===== src/rtl/pe_array_bist_engine.sv =====
// pe_array_bist_engine
//   Built-in self test for the systolic PE array's activation/weight
//   propagation path. On start, a 16-bit LFSR drives NUM_PATTERNS pattern
//   words onto the flat A/W input buses, one word per cycle. A second LFSR
//   with the same seed regenerates the sequence LATENCY cycles later and
//   checks it against the array's flat A/W output buses.
//
// Ports
//   clk          system clock, rising edge
//   rst_n        asynchronous active-low reset
//   start        run request (level), sampled in IDLE only
//   bist_done    run complete, held until start is low
//   final_error  sticky: at least one mismatching compare cycle
//   fail_count   saturating count of mismatching compare cycles
//   busy         high while driving or draining
//   array_in_a   flat activation drive, lane i at [i*A_WIDTH +: A_WIDTH]
//   array_in_w   flat weight drive, same lane packing
//   array_out_a  flat activation output from the array
//   array_out_w  flat weight output from the array
module pe_array_bist_engine #(
  parameter int          ARRAY_SIZE   = 16,
  parameter int          NUM_PATTERNS = 16,
  parameter int          A_WIDTH      = 8,
  parameter int          W_WIDTH      = 8,
  parameter int          LATENCY      = 16,
  parameter logic [15:0] SEED         = 16'hACE1
) (
  input  logic                          clk,
  input  logic                          rst_n,
  input  logic                          start,
  output logic                          bist_done,
  output logic                          final_error,
  output logic [7:0]                    fail_count,
  output logic                          busy,
  output logic [A_WIDTH*ARRAY_SIZE-1:0] array_in_a,
  output logic [W_WIDTH*ARRAY_SIZE-1:0] array_in_w,
  input  logic [A_WIDTH*ARRAY_SIZE-1:0] array_out_a,
  input  logic [W_WIDTH*ARRAY_SIZE-1:0] array_out_w
);

  localparam int AB = A_WIDTH * ARRAY_SIZE;
  localparam int WB = W_WIDTH * ARRAY_SIZE;
  localparam int CW = $clog2(LATENCY + NUM_PATTERNS + 1);

  // cyc holds (edges since DRIVE entry) - 1 when sampled at an edge, so the
  // edge that ends the k-th DRIVE cycle sees cyc == k - 1.
  localparam logic [CW-1:0] LAST_DRV  = CW'(NUM_PATTERNS - 1);
  localparam logic [CW-1:0] FIRST_CMP = CW'(LATENCY);
  localparam logic [CW-1:0] LAST_CMP  = CW'(LATENCY + NUM_PATTERNS - 1);

  typedef enum logic [1:0] {IDLE, DRIVE, DRAIN, DONE} state_t;

  state_t        state, state_nxt;
  logic [15:0]   gen_lfsr;
  logic [15:0]   chk_lfsr;
  logic [CW-1:0] cyc;
  logic          in_cmp;
  logic          mismatch;

  // Fibonacci LFSR x^16+x^14+x^13+x^11+1, shifting towards the MSB.
  function automatic logic [15:0] lfsr_next(input logic [15:0] s);
    return {s[14:0], s[15] ^ s[13] ^ s[12] ^ s[10]};
  endfunction

  function automatic logic [AB-1:0] lanes_a(input logic [15:0] p);
    logic [AB-1:0] bus;
    bus = '0;
    for (int i = 0; i < ARRAY_SIZE; i++)
      bus[i*A_WIDTH +: A_WIDTH] = p[A_WIDTH-1:0] ^ A_WIDTH'(i);
    return bus;
  endfunction

  function automatic logic [WB-1:0] lanes_w(input logic [15:0] p);
    logic [WB-1:0] bus;
    bus = '0;
    for (int i = 0; i < ARRAY_SIZE; i++)
      bus[i*W_WIDTH +: W_WIDTH] = p[15 -: W_WIDTH] ^ ~W_WIDTH'(i);
    return bus;
  endfunction

  assign busy      = (state == DRIVE) || (state == DRAIN);
  assign bist_done = (state == DONE);

  // Compare window covers LATENCY+1 .. LATENCY+NUM_PATTERNS edges after
  // DRIVE entry; it may overlap DRIVE when LATENCY < NUM_PATTERNS.
  always_comb begin
    in_cmp    = busy && (cyc >= FIRST_CMP) && (cyc <= LAST_CMP);
    mismatch  = in_cmp && ((array_out_a != lanes_a(chk_lfsr)) ||
                           (array_out_w != lanes_w(chk_lfsr)));
    state_nxt = state;
    case (state)
      IDLE:    if (start) state_nxt = DRIVE;
      DRIVE:   if (cyc == LAST_DRV) state_nxt = DRAIN;
      DRAIN:   if (in_cmp && (cyc == LAST_CMP)) state_nxt = DONE;
      DONE:    if (!start) state_nxt = IDLE;
      default: state_nxt = IDLE;
    endcase
  end

  always_ff @(posedge clk or negedge rst_n) begin
    if (!rst_n) begin
      state       <= IDLE;
      gen_lfsr    <= SEED;
      chk_lfsr    <= SEED;
      cyc         <= '0;
      array_in_a  <= '0;
      array_in_w  <= '0;
      final_error <= 1'b0;
      fail_count  <= '0;
    end else begin
      state      <= state_nxt;
      array_in_a <= '0;
      array_in_w <= '0;

      // Launch: word 0 (the seed) goes out on the entry edge itself.
      if ((state == IDLE) && start) begin
        gen_lfsr    <= lfsr_next(SEED);
        chk_lfsr    <= SEED;
        cyc         <= '0;
        array_in_a  <= lanes_a(SEED);
        array_in_w  <= lanes_w(SEED);
        final_error <= 1'b0;
        fail_count  <= '0;
      end

      if (busy) cyc <= cyc + 1'b1;

      // Words 1..NUM_PATTERNS-1; the edge leaving DRIVE leaves the bus at 0.
      if ((state == DRIVE) && (cyc != LAST_DRV)) begin
        array_in_a <= lanes_a(gen_lfsr);
        array_in_w <= lanes_w(gen_lfsr);
        gen_lfsr   <= lfsr_next(gen_lfsr);
      end

      if (in_cmp) begin
        chk_lfsr <= lfsr_next(chk_lfsr);
        if (mismatch) begin
          final_error <= 1'b1;
          if (fail_count != 8'hFF) fail_count <= fail_count + 8'd1;
        end
      end
    end
  end

endmodule

===== config.mk =====
export PLATFORM = sky130hd
export DESIGN_NAME = pe_array_bist_engine
export DESIGN_NICKNAME = d
export VERILOG_FILES = /design/src/rtl/pe_array_bist_engine.sv
export SDC_FILE = /design/constraint.sdc
export NUM_CORES = 1
export LEC_CHECK = 0
export CAP_MARGIN = 20
export CORE_AREA = 2 2 207 209
export CTS_CLUSTER_DIAMETER = 40
export CTS_CLUSTER_SIZE = 10
export DETAILED_ROUTE_END_ITERATION = 10
export DIE_AREA = 0 0 209 211
export PLACE_DENSITY_LB_ADDON = 0.3
export SYNTH_ARGS = -nofsm -noshare
export SYNTH_HDL_FRONTEND = slang
export SYNTH_SLANG_ARGS = --single-unit

===== constraint.sdc =====
create_clock -name clk -period 3.94 [get_ports clk]
set_input_delay 0.985 -clock clk [delete_from_list [all_inputs] [get_ports clk]]
set_output_delay 0.985 -clock clk [all_outputs]
set_load 0.01 [all_outputs]

==> flow_summary.ini <==
[floorplanning]
floorplan.rows = 75
start_util = 0.1675
floorplan.io_pins = 526
die_w_microns = 209
die_h_microns = 211
core-area_sq_um = 41760
dieArea_sq_um = 44100

[logic_synthesis]
synth_cells = 854
yosysMostFrequentCell = buf_4
synth_ff_type = dfrtp_1
async_flop_share = 1.000
synth-seq-cells = 73
syn_area_sq_um = 6993
synth_edf_count = 0
synthTopCellsByArea = buf_4 (25%), dfrtp_1 (20%), dfstp_2 (6.0%), nand2_1 (4.9%), xnor2_1 (3.8%)
ys_warn_count = 0
synth_common_cells = buf_4 (232), nand2_1 (91), dfrtp_1 (57)
yosysSeqAreaShare = 0.2641
syn_area_per_cell_sq_um = 8.188
synth_top_cell_by_area = buf_4
synth_top_area_frac = 0.2491
synth_nets = 1119
synth_cell_types = 58

[critical_path]
worstSetupPathType = in -> reg
r2r_end = fail_count[5]
start_kind = primary input
cp.arrival_ns = 4.02
worstSetupEndpointType = flip-flop
cp.required_ns = 4.19
rrSetupSlack_ns = 0.49
rr_worst_depth = 9
r2r-start = chk_lfsr[10]
worstPathMaxFanout = 5

[place]
placed_cells = 1680
port_buffers = 525
post-place-ws_ns = -0.1970
gp_congestion = 0.8107
dpl.hpwl_microns = 25150

[timing]
fin_ws_ns = 0.1704
worst_pin_slew_ns = 1.007
fin_skew_ns = 0.01245
fin_crit_sh = 0.9567
max-slew-margin-rel = 0.3290
min_period_ns = 3.770
holdWs_ns = 0.4762
rsz0062_at_grt = false
fmax_mhz = 265.3
finalSetupViolCount = 0
slew_viol_final = 0
finalHoldViolCount = 0

[run_status]
outcome = finished, final reports clean

[clocking]
numCtsBuffers = 9
clkSinkCount = 73
cts_tree = built
clock-root-buffer = clkbuf_16
clkTransAtPathRegs_ns = 0.07
post_cts_buffers = 0
clk_path_buf_depth = 2
cts.htree.levels = 3
insertion_delay_ns = 0.34

[layout]
drive_above_1_share = 0.06137
multi_input_area_sq_um = 3231
nNetsFinal = 1417
antenna_cells = 0
area_growth_pct = 64.77
utilization = 0.2759
fillers = 4418
seqCellArea_sq_um = 1847
instances_no_fill = 1696

[pwr]
p_per_area_nw_per_um2 = 575.7
ir_drop_uv = 207.7
p_leak_uw = 0.004386
total_power_uw = 6633

[grt]
use_met3 = 0.02840
antenna_found_initial = 0
use_met1 = 0.1358
grt_usage = 0.1283
grt_pass1_wl_microns = 42350
grt_most_used_layer = met2
grt_overflow = 0
first_global_vias = 6897
grt_use_met2 = 0.2451
grt_max_degree = 74

[detailed_routing]
dr.pass1.iters = 5
drc_errors = 0
vias_per_cell = 4.163
final_antenna_net_count = 0
vias = 7061
drt-wirelength-per-cell_microns = 17.63
drt_iter0_markers = 230
wl_microns = 29900

[worst_hold_path]
hold_depth = 1
hp-start = gen_lfsr[4]
hp-class = reg -> reg
hold_end = gen_lfsr[4]

[job]
maxCapViolations = 0
[cells in the final DEF, fill, tap and decap left out, types with 13 or more instances in the layout]
cell and n:
clkdlybuf4s50_1 524, nand2_1 91, dfrtp_1 57, o21ai_0 37
nand3_1 35, nor2_1 34, xnor2_1 30, xor2_1 28
buf_4 28, nand4_1 24, or4_1 17, o22ai_1 17
mux2i_1 16, nand2b_1 16, dfstp_2 16, nor4_1 13
nor3_1 13
[registers in the layout (all words and copies together) (netlist names)]
register / flops
gen_lfsr: 16
cyc: 6
chk_lfsr: 16
final_error: 1
array_in_w: 12
fail_count: 8
array_in_a: 12
state: 2
[what timing repair did]
| item | in CTS | in global routing |
|---|---|---|
| endpoints found under the setup margin | 0 | 6 |
| resized for setup | 0 | 1 |
| hold buffers | 0 | 0 |
[where the power goes]
group | leakage (uW) | internal [uW] | total [uW] | switching [uW]
registers | 0.000912 | 1090 | 1760 | 669
clock network | 0.000137 | 432 | 780 | 348
logic | 0.00334 | 2430 | 4090 | 1660
total | 0.00439 | 3960 | 6630 | 2680
[final cells by class]
class | instances | share of cell area
Timing Repair Buffer | 552 | 0.4734
Multi-Input combinational cell | 506 | 0.2804
Sequential cell | 73 | 0.1603
Tap cell | 539 | 0.05853
Clock buffer | 9 | 0.01955
Clock inverter | 7 | 0.004561
Inverter | 10 | 0.003258
[critical path: stages]
cell,delay (ns)
clkdlybuf4s50_1,0.47
xor2_1,0.29
nand4_1,0.15
or4_1,0.53
or4_1,0.44
or4_4,0.53
o21ai_4,0.17
buf_4,0.15
nor2_2,0.06
o311ai_2,0.24
[layer usage]
metal  vias up  wire, microns
li1       3357              -
met1      3288          11030
met2       378          15720
met3        38           2120
met4         0           1022
met5         -              0
[logic make-up (layout without fill, tap and decap cells)]
| kind of cell | Yosys count | in the layout | share of synthesized area |
|---|---|---|---|
| XOR/XNOR | 58 | 58 | 0.07264 |
| flip-flops | 73 | 73 | 0.2641 |
| AO/OA/AOI/OAI | 100 | 100 | 0.09483 |
| adder cells (fa/ha/maj) | 6 | 6 | 0.01074 |
| multiplexers | 18 | 18 | 0.02612 |
| AND/OR/NAND/NOR | 324 | 324 | 0.2568 |
| buffers and inverters | 275 | 578 | 0.2748 |
[through the flow]
stage	TNS (ns)	cell area [sq um]
after floorplan	0	6993
after global placement	-0.8255	11240
after detailed placement	-1.017	11240
after CTS	0	11520
after global routing	0	11520
final	0	11520
[worst max path at each step]
stage                               end            start  slack (ns)
final                     fail_count[5]  array_out_w[90]        0.17
after global routing      fail_count[5]  array_out_a[75]        0.02
after CTS                 fail_count[2]   array_out_a[5]        0.17
after detailed placement  fail_count[2]   array_out_a[5]       -0.20
after global placement    fail_count[2]   array_out_a[5]       -0.19
after floorplan           fail_count[2]  array_out_a[45]        0.46
Note: power is estimated with default switching activity, not from simulation.
